--- src/rtl/semaforo_pkg.sv ---
// Shared definitions for the two-way intersection light controller:
// phase codes, default timings and the per-direction lamp bundle.
package semaforo_pkg;

    localparam int ESTADO_W = 3;

    localparam int T_MIN_VERDE_DEF  = 4;
    localparam int T_MAX_VERDE_DEF  = 8;
    localparam int T_AMARELO_DEF    = 2;
    localparam int T_TODOS_VERM_DEF = 1;
    localparam int CNT_W_DEF        = 4;

    typedef enum logic [ESTADO_W-1:0] {
        VERDE_A = 3'd0,
        AMAR_A  = 3'd1,
        VERM_AB = 3'd2,
        VERDE_B = 3'd3,
        AMAR_B  = 3'd4,
        VERM_BA = 3'd5
    } fase_t;

    typedef struct packed {
        logic verd;
        logic amar;
        logic verm;
    } lampada_t;

    localparam lampada_t LAMP_VERDE = '{verd: 1'b1, amar: 1'b0, verm: 1'b0};
    localparam lampada_t LAMP_AMAR  = '{verd: 1'b0, amar: 1'b1, verm: 1'b0};
    localparam lampada_t LAMP_VERM  = '{verd: 1'b0, amar: 1'b0, verm: 1'b1};

endpackage

--- src/rtl/semaforo_timer.sv ---
// Phase duration counter: counts time-base ticks spent in the current phase,
// saturating at all-ones, cleared whenever the phase changes.
module semaforo_timer
    import semaforo_pkg::*;
#(
    parameter int CNT_W = CNT_W_DEF
) (
    input  logic             clk,
    input  logic             rst,
    input  logic             i_tick,
    input  logic             i_clr,
    output logic [CNT_W-1:0] o_cnt
);

    localparam logic [CNT_W-1:0] CNT_MAX = '1;

    logic [CNT_W-1:0] r_cnt;

    // NOTE: sequential state uses non-blocking assignments so every flop
    // samples the pre-edge values, independent of block ordering.
    always_ff @(posedge clk or posedge rst) begin
        if (rst) begin
            r_cnt <= '0;
        end else if (i_clr) begin
            r_cnt <= '0;
        end else if (i_tick && (r_cnt != CNT_MAX)) begin
            r_cnt <= r_cnt + 1'b1;
        end
    end

    assign o_cnt = r_cnt;

endmodule

--- src/rtl/semaforo_ctrl.sv ---
// Two-way intersection light controller: demand-driven green phases with
// min/max green, fixed yellow and all-red clearance, Moore lamp decode.
module semaforo_ctrl
    import semaforo_pkg::*;
#(
    parameter int T_MIN_VERDE  = T_MIN_VERDE_DEF,
    parameter int T_MAX_VERDE  = T_MAX_VERDE_DEF,
    parameter int T_AMARELO    = T_AMARELO_DEF,
    parameter int T_TODOS_VERM = T_TODOS_VERM_DEF,
    parameter int CNT_W        = CNT_W_DEF
) (
    input  logic                clk,
    input  logic                rst,
    input  logic                tick,
    input  logic                A,
    input  logic                B,
    output logic                verdA,
    output logic                amarA,
    output logic                verA,
    output logic                verdB,
    output logic                amarB,
    output logic                verB,
    output logic [ESTADO_W-1:0] estado
);

    localparam logic [CNT_W-1:0] L_MIN  = CNT_W'(T_MIN_VERDE - 1);
    localparam logic [CNT_W-1:0] L_MAX  = CNT_W'(T_MAX_VERDE - 1);
    localparam logic [CNT_W-1:0] L_AMAR = CNT_W'(T_AMARELO - 1);
    localparam logic [CNT_W-1:0] L_VERM = CNT_W'(T_TODOS_VERM - 1);

    fase_t            r_estado;
    fase_t            w_prox;
    logic             w_clr;
    logic [CNT_W-1:0] w_cnt;
    lampada_t         w_lamp_a;
    lampada_t         w_lamp_b;

    semaforo_timer #(
        .CNT_W (CNT_W)
    ) u_timer (
        .clk    (clk),
        .rst    (rst),
        .i_tick (tick),
        .i_clr  (w_clr),
        .o_cnt  (w_cnt)
    );

    always_ff @(posedge clk or posedge rst) begin
        if (rst) begin
            r_estado <= VERDE_A;
        end else begin
            r_estado <= w_prox;
        end
    end

    // Green ends only while the other side still demands; a conflicting
    // demand on this side stretches green up to the max limit.
    always_comb begin
        w_prox = r_estado;
        case (r_estado)
            VERDE_A: if (tick && B && (w_cnt >= L_MIN) && (!A || (w_cnt >= L_MAX))) w_prox = AMAR_A;
            AMAR_A:  if (tick && (w_cnt == L_AMAR)) w_prox = VERM_AB;
            VERM_AB: if (tick && (w_cnt == L_VERM)) w_prox = VERDE_B;
            VERDE_B: if (tick && A && (w_cnt >= L_MIN) && (!B || (w_cnt >= L_MAX))) w_prox = AMAR_B;
            AMAR_B:  if (tick && (w_cnt == L_AMAR)) w_prox = VERM_BA;
            VERM_BA: if (tick && (w_cnt == L_VERM)) w_prox = VERDE_A;
            default: w_prox = VERDE_A;
        endcase
    end

    // Illegal codes also differ from VERDE_A, so recovery restarts the count.
    assign w_clr = (w_prox != r_estado);

    // NOTE: every output gets a default before the case, so no path through
    // the block leaves one unassigned and no latch is inferred.
    always_comb begin
        w_lamp_a = LAMP_VERDE;
        w_lamp_b = LAMP_VERM;
        case (r_estado)
            AMAR_A:  w_lamp_a = LAMP_AMAR;
            VERM_AB: w_lamp_a = LAMP_VERM;
            VERDE_B: begin
                w_lamp_a = LAMP_VERM;
                w_lamp_b = LAMP_VERDE;
            end
            AMAR_B: begin
                w_lamp_a = LAMP_VERM;
                w_lamp_b = LAMP_AMAR;
            end
            VERM_BA: w_lamp_a = LAMP_VERM;
            default: ;
        endcase
    end

    assign {verdA, amarA, verA} = w_lamp_a;
    assign {verdB, amarB, verB} = w_lamp_b;
    assign estado               = r_estado;

endmodule

--- config.mk ---
export PLATFORM = sky130hd
export DESIGN_NAME = semaforo_ctrl
export DESIGN_NICKNAME = d
export VERILOG_FILES = /design/src/rtl/semaforo_pkg.sv /design/src/rtl/semaforo_timer.sv /design/src/rtl/semaforo_ctrl.sv
export SDC_FILE = /design/constraint.sdc
export NUM_CORES = 1
export LEC_CHECK = 0
export ABC_AREA = 1
export CAP_MARGIN = 10
export CORE_AREA = 10 10 47 49
export CTS_CLUSTER_DIAMETER = 100
export DETAILED_ROUTE_END_ITERATION = 8
export DIE_AREA = 0 0 57 59
export GPL_TIMING_DRIVEN = 1
export PLACE_DENSITY = 0.76
export RECOVER_POWER = 100
export SETUP_SLACK_MARGIN = 0.02
export SLEW_MARGIN = 25
export SYNTH_ARGS = -nofsm -noshare
export SYNTH_HDL_FRONTEND = slang
export SYNTH_SLANG_ARGS = --single-unit
--- constraint.sdc ---
create_clock -name clk -period 1.89 [get_ports clk]
set_input_delay 0.4725 -clock clk [delete_from_list [all_inputs] [get_ports clk]]
set_output_delay 0.4725 -clock clk [all_outputs]
set_load 0.02 [all_outputs]
Word-level counts from Yosys, hierarchy flattened
Cells that the tools add are included.
Word-level totals
  flip-flop bits (word level): 7
  bits of input ports: 5
  output and inout port bits: 9
  word-level logic and storage cells: 41
Cells by class
  add/subtract/negate cells: 1
  magnitude comparators: 2
  equality and inequality tests: 8
  multiplexer cells: 11
  reductions and logical operators: 17
Operators by type and width (count)
  3-bit 2-to-1 mux: 6
  3-bit one-hot mux with 6 select lines: 1
  3-bit one-hot mux with 2 select lines: 2
  1-bit logical AND: 9
  4-bit 2-to-1 mux: 2
  3-bit by 2-bit == test with 1-bit output, second input constant: 2
  3-bit == test, second input constant: 2
  4-bit by 1-bit adder with 4-bit output, second input constant: 1
  4-bit by 1-bit == test with 1-bit output, second input constant: 1
  4-bit by 2-bit greater-or-equal comparator with 1-bit output, second input constant: 1
  4-bit by 3-bit greater-or-equal comparator with 1-bit output, second input constant: 1
  4-bit zero test: 1
  4-bit != test, second input constant: 1
  4-bit OR reduction: 1
  3-bit by 1-bit == test with 1-bit output, second input constant: 1
  3-bit zero test: 1
  3-bit != test: 1
  1-bit zero test: 2
  1-bit logical OR: 2
  2-bit nonzero test: 1

Logic depth before layout (Yosys ltp)
Gate-level depths: netlist (run 1).
  depth in word-level cells: 7
  mapped depth: 12
  depth with buffers taken out: 12

Cells and area by module
Synthesis (run 1) repeated with hierarchy kept, for this count alone.
Unflattened totals
  cell total of the unflattened synthesis: 93
  area total of the unflattened synthesis: 586.8 um^2
By module, submodules not included
  semaforo_ctrl: instances 1, cells an instance 63, area each 362.8 um^2, seq. area each 75.1 um^2
  semaforo_timer: instances 1, cells an instance 30, area each 224.0 um^2, seq. area each 100.1 um^2

Worst setup path after synthesis (run 1)
OpenSTA, ideal clock, no wires.
  path type: register -> output
  start: register r_estado[0], in the netlist estado[0]
  end: output port verdA
  arrival: 1.410 ns
  required time: 1.417 ns
  path slack: 0.007 ns
  stages on the path, launching flop included: 7
  path buffers: 0
  path through: dfrtp_1 -> inv_1 -> nand2_1 -> nor2_2 -> inv_1 -> nand3b_1 -> nor2_1
On the way
  word-level cells in the longest chain between the ends: 3
  elaborated cells on any way between the ends: 7
  classes of those cells: eq/ne: 5; mux: 1; reduce/logical: 1
RTL lines
  start: declaration: RTL line semaforo_ctrl.sv:31  | fase_t r_estado;
  start signal: assignment: RTL line semaforo_ctrl.sv:52  | r_estado <= w_prox;
  3-bit == test / 3-bit by 2-bit == test with 1-bit output (equally long branches): RTL line semaforo_ctrl.sv:79  | case (r_estado)
  4-bit OR reduction (no source line)
  3-bit one-hot mux with 2 select lines (*): RTL line semaforo_ctrl.sv:79
  end: declaration: RTL line semaforo_ctrl.sv:17  | output logic verdA,
Every way passes the cells marked *; elsewhere a longest branch is shown, timed or not.

Final worst setup path (run 1)
  start: register r_estado[2], in the netlist estado[2]
  end: output port estado[2]
RTL lines
  end: declaration: RTL line semaforo_ctrl.sv:23  | output logic [ESTADO_W-1:0] estado
No word-level cell between the ends.

==> results of run 1 <==
-- area by class of cell --
type                       instances  share of cell area (%)
clock buffer                       4                    3.38
inverter                          15                    7.25
multi-input combinational         64                    41.9
sequential                         7                    22.5
tap                               16                    2.58
timing repair buffer              24                    22.4
-- cells in the final DEF (no fill, tap or decap), drive strengths merged, types with 2 or more instances in the layout --
master         synthesis  routed
clkbuf                 0      10
inv                   15      15
buf                    0      11
nand3b                 2       2
dlygate4sd3            0       2
clkdlybuf4s50          0       5
ha                     3       3
nand3                  5       5
o21ai                  3       3
nor2                  17      17
nand2                 27      27
dfrtp                  7       7
-- cell families (layout without fill, tap and decap cells) --
logic type | count (synthesis) | after routing | synth area share, %
simple gates | 54 | 54 | 43.3
buf+inv | 15 | 43 | 10.2
flops | 7 | 7 | 31.6
compound gates | 6 | 6 | 6.55
fa+ha+maj | 3 | 3 | 6.77
xor+xnor | 1 | 1 | 1.58
-- metal layers --
metal | track usage, % | part of all wire [%] | vias up
met5 | 0 | 0 | -
met4 | 4.70 | 1.4 | 0
met3 | 1.07 | 1.4 | 4
met2 | 16.0 | 55 | 6
met1 | 8.75 | 42 | 261
li1 | - | - | 322
-- Yosys cell counts (all sizes together) --
library cell / count
xor2: 1
nand3b: 2
nor3: 1
nor2: 17
inv: 15
o21ai: 3
a21oi: 1
o311ai: 1
nand4: 1
ha: 3
and2: 1
nand2: 27
o211ai: 1
dfrtp: 7
nand3: 5
-- worst max-delay path, stage by stage, from the launching register on --
cell and delay (ps):
dfrtp_1 330, clkbuf_1 150, clkdlybuf4s50_1 620
-- power by group through the flow --
stage,clock network [mW],logic [mW],registers (mW)
after floorplan,0,0.00514,0.153
after global placement,0,0.0158,0.153
after detailed placement,0,0.0163,0.153
after CTS,0.132,0.0163,0.150
after global routing,0.142,0.0168,0.150
final,0.126,0.0156,0.150
-- final timing paths --
path / slack, ps / start / endpoint
max: 80 / estado[2]$_DFF_PP0_ / estado[2]
min: 590 / rst / u_timer.o_cnt[2]$_DFFE_PP0P_
max reg2reg: 260 / u_timer.o_cnt[0]$_DFFE_PP0P_ / u_timer.o_cnt[1]$_DFFE_PP0P_
min reg2reg: 610 / u_timer.o_cnt[0]$_DFFE_PP0P_ / u_timer.o_cnt[0]$_DFFE_PP0P_
max in group asynchronous: 1100 / rst / u_timer.o_cnt[3]$_DFFE_PP0P_
min in group clk: 610 / u_timer.o_cnt[0]$_DFFE_PP0P_ / u_timer.o_cnt[0]$_DFFE_PP0P_
-- timing repair --
item	in CTS	in global routing
setup endpoints to repair	6	6
pin swaps	0	0
resized for setup	10	10
-- per-stage QoR --
stage	hold WS (ps)	setup WS [ps]	util (%)	total power, mW	instance area (µm²)
2_1_floorplan	276	45.5	-	0.158	557
3_3_place_gp	615	-22.0	56.3	0.168	790
3_5_place_dp	602	-88.0	56.3	0.169	790
4_1_cts	455	34.9	58.0	0.299	813
5_1_grt	594	21.8	55.4	0.308	777
6_report	590	82.1	55.4	0.292	777
-- flip-flops by register name, summed over array words and instances, names as in the netlist --
name           count
u_timer.o_cnt      4
estado             3
==> summary.md, run 1 <==
| Metric | Value |
|---|---|
| DR pass1 iterations | 4 |
| Crit path arrival time | 1340 ps |
| Seq pwr share | between 50% and 60% |
| Final Hold Fails | 0 |
| Skew final | 2.77 ps |
| Internal power | 239 µW |
| Area occupied by multi-input gates | between 300 and 400 µm² |
| Synth top area share | 31.6% |
| Die Height | 59 µm |
| FMAX | about 0.55 GHz |
| Placer Congestion | 0.810 |
| Starting Density | between 30% and 40% |
| Final wirelength | 1.39 mm |
| Core Region | 1400 µm² |
| Setup_tns | 0 ps |
| Top cells by area, synth | dfrtp_1 32%, nand2_1 18%, inv_1 10% |
| DR WL/cell | 10.7 µm |
| Port bufs | 13 |
| DRT antenna net count | 0 |
| Cell Area, Synth | roughly 550 µm² |
| Crit path time final | 1810 ps |
| Initial antenna violation count | 0 |
| Yosys cell types | 18 |
| Largest net degree at the start of global routing | 8 |
| Worst VDD drop | 0.000378 V |
| Register area share after synthesis | 31.6% |
| Gr usage total | ~8.5% |
| Final layout net count | ~120 |
| Clk network pwr share | 43.2% |
| Worst EP required | 1420 ps |
| Final setup viols | 0 |
| Vias in the first global route | about 570 |
| Combinational share of power | 5.4% |
| Dpl cells | 126 |
| Drt first-iter violations | 3 |
| #FFs+latches synth | 7 |
| Endpoint class of the critical path | output port |
| Status | finished, final reports clean |
| CP max FO | 3 |
| Gate Count Post-Synth | 86 |
| Mapped Avg Cell Area | roughly 6.4 µm² |
| I/O pins | 14 |
| Post CTS Setup Buffer Count | 0 |
| R2R cell count | 8 |
| Net Switching | 53.1 µW |
| RSZ-0062 raised after global routing | false |
| Num rows | 14 |
| CTS max path bufs | 2 |
| Clock slew at reported path FFs | 50 ps |
| Sw Ratio | a little under a fifth |
| CTS tree | done |
| Hold_buf cts | 0 |
| Proportion of layout cells with a drive suffix above 1 | 18.4% |
| Area growth syn-to-layout | 40.2% |
| CP startpoint kind | flip-flop |
| First-pass GRT wire length | approximately 2.3 mm |
| CTS Buf Count | 3 |
| CP Class | reg2out |
| Global route overflow | 0 |
| Hold Crit Class | in2async |
| Fillers | 139 |
| Root buffer cell | clkbuf_4 |
| Leading area contributor after synthesis | dfrtp_1 |
| Finished Layout Cells | 130 |
| Max-Cap Viols | 0 |
| Mapped Nets | 94 |
| PD cells | ~380 nW/µm² |
| Htree depth | 1 |
| Vias/cell | 4.56 |
| Die Area | 3360 µm² |
| LEAKAGE | 0.468 nW |
| Sequential cell area | 175 µm² |
| Vias | 593 |
| Drt drc | 0 |
| Fin. max-slew vios | 0 |
| Slew @ Worst Pin | 485 ps |
| Die width | 57 µm |
| Slew margin rel. | 67.2% |
| # diodes | 0 |
| HPWL Detailed | roughly 1.3 mm |
| Worst-Skew Late Latency | 240 ps |
| Synth warn | 0 |
| Clock Sinks | 7 |
| Post-route clock period utilization | ~96% |
No activity file was read; power rests on OpenSTA's default activity.
==> run 2, diff against run 1 <==
Settings changed: DONT_BUFFER_PORTS set to 1, PLACE_DENSITY 0.76 to 0.62.
==> summary.md, run 2 (synthesis gave the netlist of run 1 again) <==
| Metric | Value |
|---|---|
| Slew margin rel. | 69.7% (+2.5 points) |
| FMAX | 0.567 GHz (+2.5%) |
| Fin. max-slew vios | 0 (unchanged) |
| Area growth syn-to-layout | 15.1% |
| Final setup viols | 0 (unchanged) |
| Die Area | 3360 µm² (unchanged) |
| DR pass1 iterations | 4 (unchanged) |
| Clock Sinks | 7 (unchanged) |
| RSZ-0062 raised after global routing | false |
| Hold Crit Class | in2async |
| Max reg flops | 4 (unchanged) |
| Crit path time final | 1760 ps (-44.2 ps) |
| Final wirelength | 1.24 mm (-11%) |
| Vias/cell | 4.71 (+3.2%) |
| R2R cell count | 8 (unchanged) |
| Die width | 57 µm (unchanged) |
| Htree depth | 1 (unchanged) |
| Worst-Skew Late Latency | 240 ps (about the same) |
| First-pass GRT wire length | 2.04 mm (-13%) |
| CTS Buf Count | 3 (unchanged) |
| DRT antenna net count | 0 (unchanged) |
| Vias in the first global route | 483 (-15%) |
| Worst VDD drop | 0.000281 V (-26%) |
| Reg2reg start | u_timer.o_cnt[0]$_DFFE_PP0P_ |
| Root buffer cell | clkbuf_4 |
| R2r endpoint | u_timer.o_cnt[3]$_DFFE_PP0P_ |
| Post-route clock period utilization | 93.3% (-2.3 points) |
| Cell area after layout | 638 µm² (-18%) |
| Drt first-iter violations | 10 (+7) |
| Endpoint class of the critical path | output port |
| Most frequent cells in the layout | 26 x nand2_1, 14 x inv_1, 13 x nor2_1 |
| Die Height | 59 µm (unchanged) |
| CTS tree | done |
| Commonest non-fill, non-tap cell in the layout | nand2_1 |
| I/O pins | 14 (unchanged) |
| Hold_buf cts | 0 (unchanged) |
| Crit path arrival time | 1290 ps (-50 ps) |
| Port bufs | 0 (-13) |
| PD cells | 446 nW/µm² (+19%) |
| Skew final | 2.19 ps (-0.575 ps) |
| Worst EP required | 1420 ps (about the same) |
| Status | finished, final reports clean |
| Slew @ Worst Pin | 449 ps (-36.5 ps) |
| Placer Congestion | 0.789 (-2.5%) |
| Final layout net count | 106 (-14%) |
| Reg2reg setup slack | 260 ps (about the same) |
| # diodes | 0 (unchanged) |
| Final Hold Fails | 0 (unchanged) |
| DR WL/cell | 11.0 µm (+2.7%) |
| CP Class | reg2out |
| Initial antenna violation count | 0 (unchanged) |
| Clock slew at reported path FFs | 50 ps (about the same) |
| CTS max path bufs | 2 (unchanged) |
| Setup_tns | 0 ps (unchanged) |
| Post CTS Setup Buffer Count | 0 (unchanged) |
| Area after DPL | 629 µm² (-20%) |
| Vias | 532 (-10%) |
| HPWL Detailed | 1.07 mm (-16%) |
| Global route overflow | 0 (unchanged) |
| LEAKAGE | 0.384 nW (-18%) |
| CP max FO | 5 (+2) |
| Largest net degree at the start of global routing | 8 (unchanged) |
| Starting Density | 39.6% (unchanged) |
| Gr usage total | 7.46% (-1.0 points) |
| Max-Cap Viols | 0 (unchanged) |
| Core Region | 1400 µm² (unchanged) |
| CP startpoint kind | flip-flop |
| Num rows | 14 (unchanged) |
| Proportion of layout cells with a drive suffix above 1 | 15.5% (-3.0 points) |
| Drt drc | 0 (unchanged) |
-- run 2: final cells by class --
class / count / area (µm²)
flip-flops and latches: 7 / 176
multi-input cells: 64 / 323
repair buffers: 7 / 36.3
clock buffers: 4 / 26.3
well taps: 16 / 20.0
inverters: 15 / 56.3
fillers: 165 / 763
-- run 2: per-stage QoR --
step	hold WS, ps	total power, mW	setup WS (ps)	utilization [%]	std cells
floorplan	276	0.158	45.5	-	86
global placement	303	0.159	279	44.9	109
detailed placement	303	0.159	261	44.9	109
CTS	34.2	0.293	92.5	47.0	113
global route	56.5	0.296	34.4	45.5	113
finish	40.0	0.285	126	45.5	113
-- run 2: report_power, final --
group / internal, mW / leakage, nW / switching [mW] / total [mW]
sequential: 0.150 / 0.0700 / 0 / 0.150
clock: 0.0801 / 0.0150 / 0.0483 / 0.128
combinational: 0.00187 / 0.299 / 0.00406 / 0.00593
-- run 2: what timing repair did --
item,in CTS,in global routing
endpoints found under the hold margin,0,0
setup endpoints to repair,1,2
gates resized for setup,1,5
-- run 2: worst max path at each step --
stage | from | endpoint | slack (ps) | cells after the start
5_1_grt | estado[0]$_DFF_PP0_ | verA | 30 | 6
3_5_place_dp | u_timer.o_cnt[0]$_DFFE_PP0P_ | u_timer.o_cnt[3]$_DFFE_PP0P_ | 260 | 8
4_1_cts | estado[0]$_DFF_PP0_ | verA | 90 | 6
6_report | estado[0]$_DFF_PP0_ | verA | 130 | 6
3_3_place_gp | estado[0]$_DFF_PP0_ | verB | 280 | 5
2_1_floorplan | estado[0]$_DFF_PP0_ | verdA | 50 | 6
-- run 2: metal layers --
| metal | global-route usage (%) | wire, µm | vias up |
|---|---|---|---|
| met3 | 1.72 | 44 | 2 |
| met5 | 0 | 0 | - |
| met1 | 8.87 | 566 | 236 |
| met2 | 11.6 | 618 | 5 |
| li1 | - | - | 289 |
| met4 | 5.03 | 12 | 0 |
-- run 2: worst max-delay path: stages, from the launching register on --
cell and delay [ps]:
dfrtp_2 430, inv_2 90, nand2_1 80, nor2_2 100, inv_1 60, nand3b_1 110
clkbuf_2 190
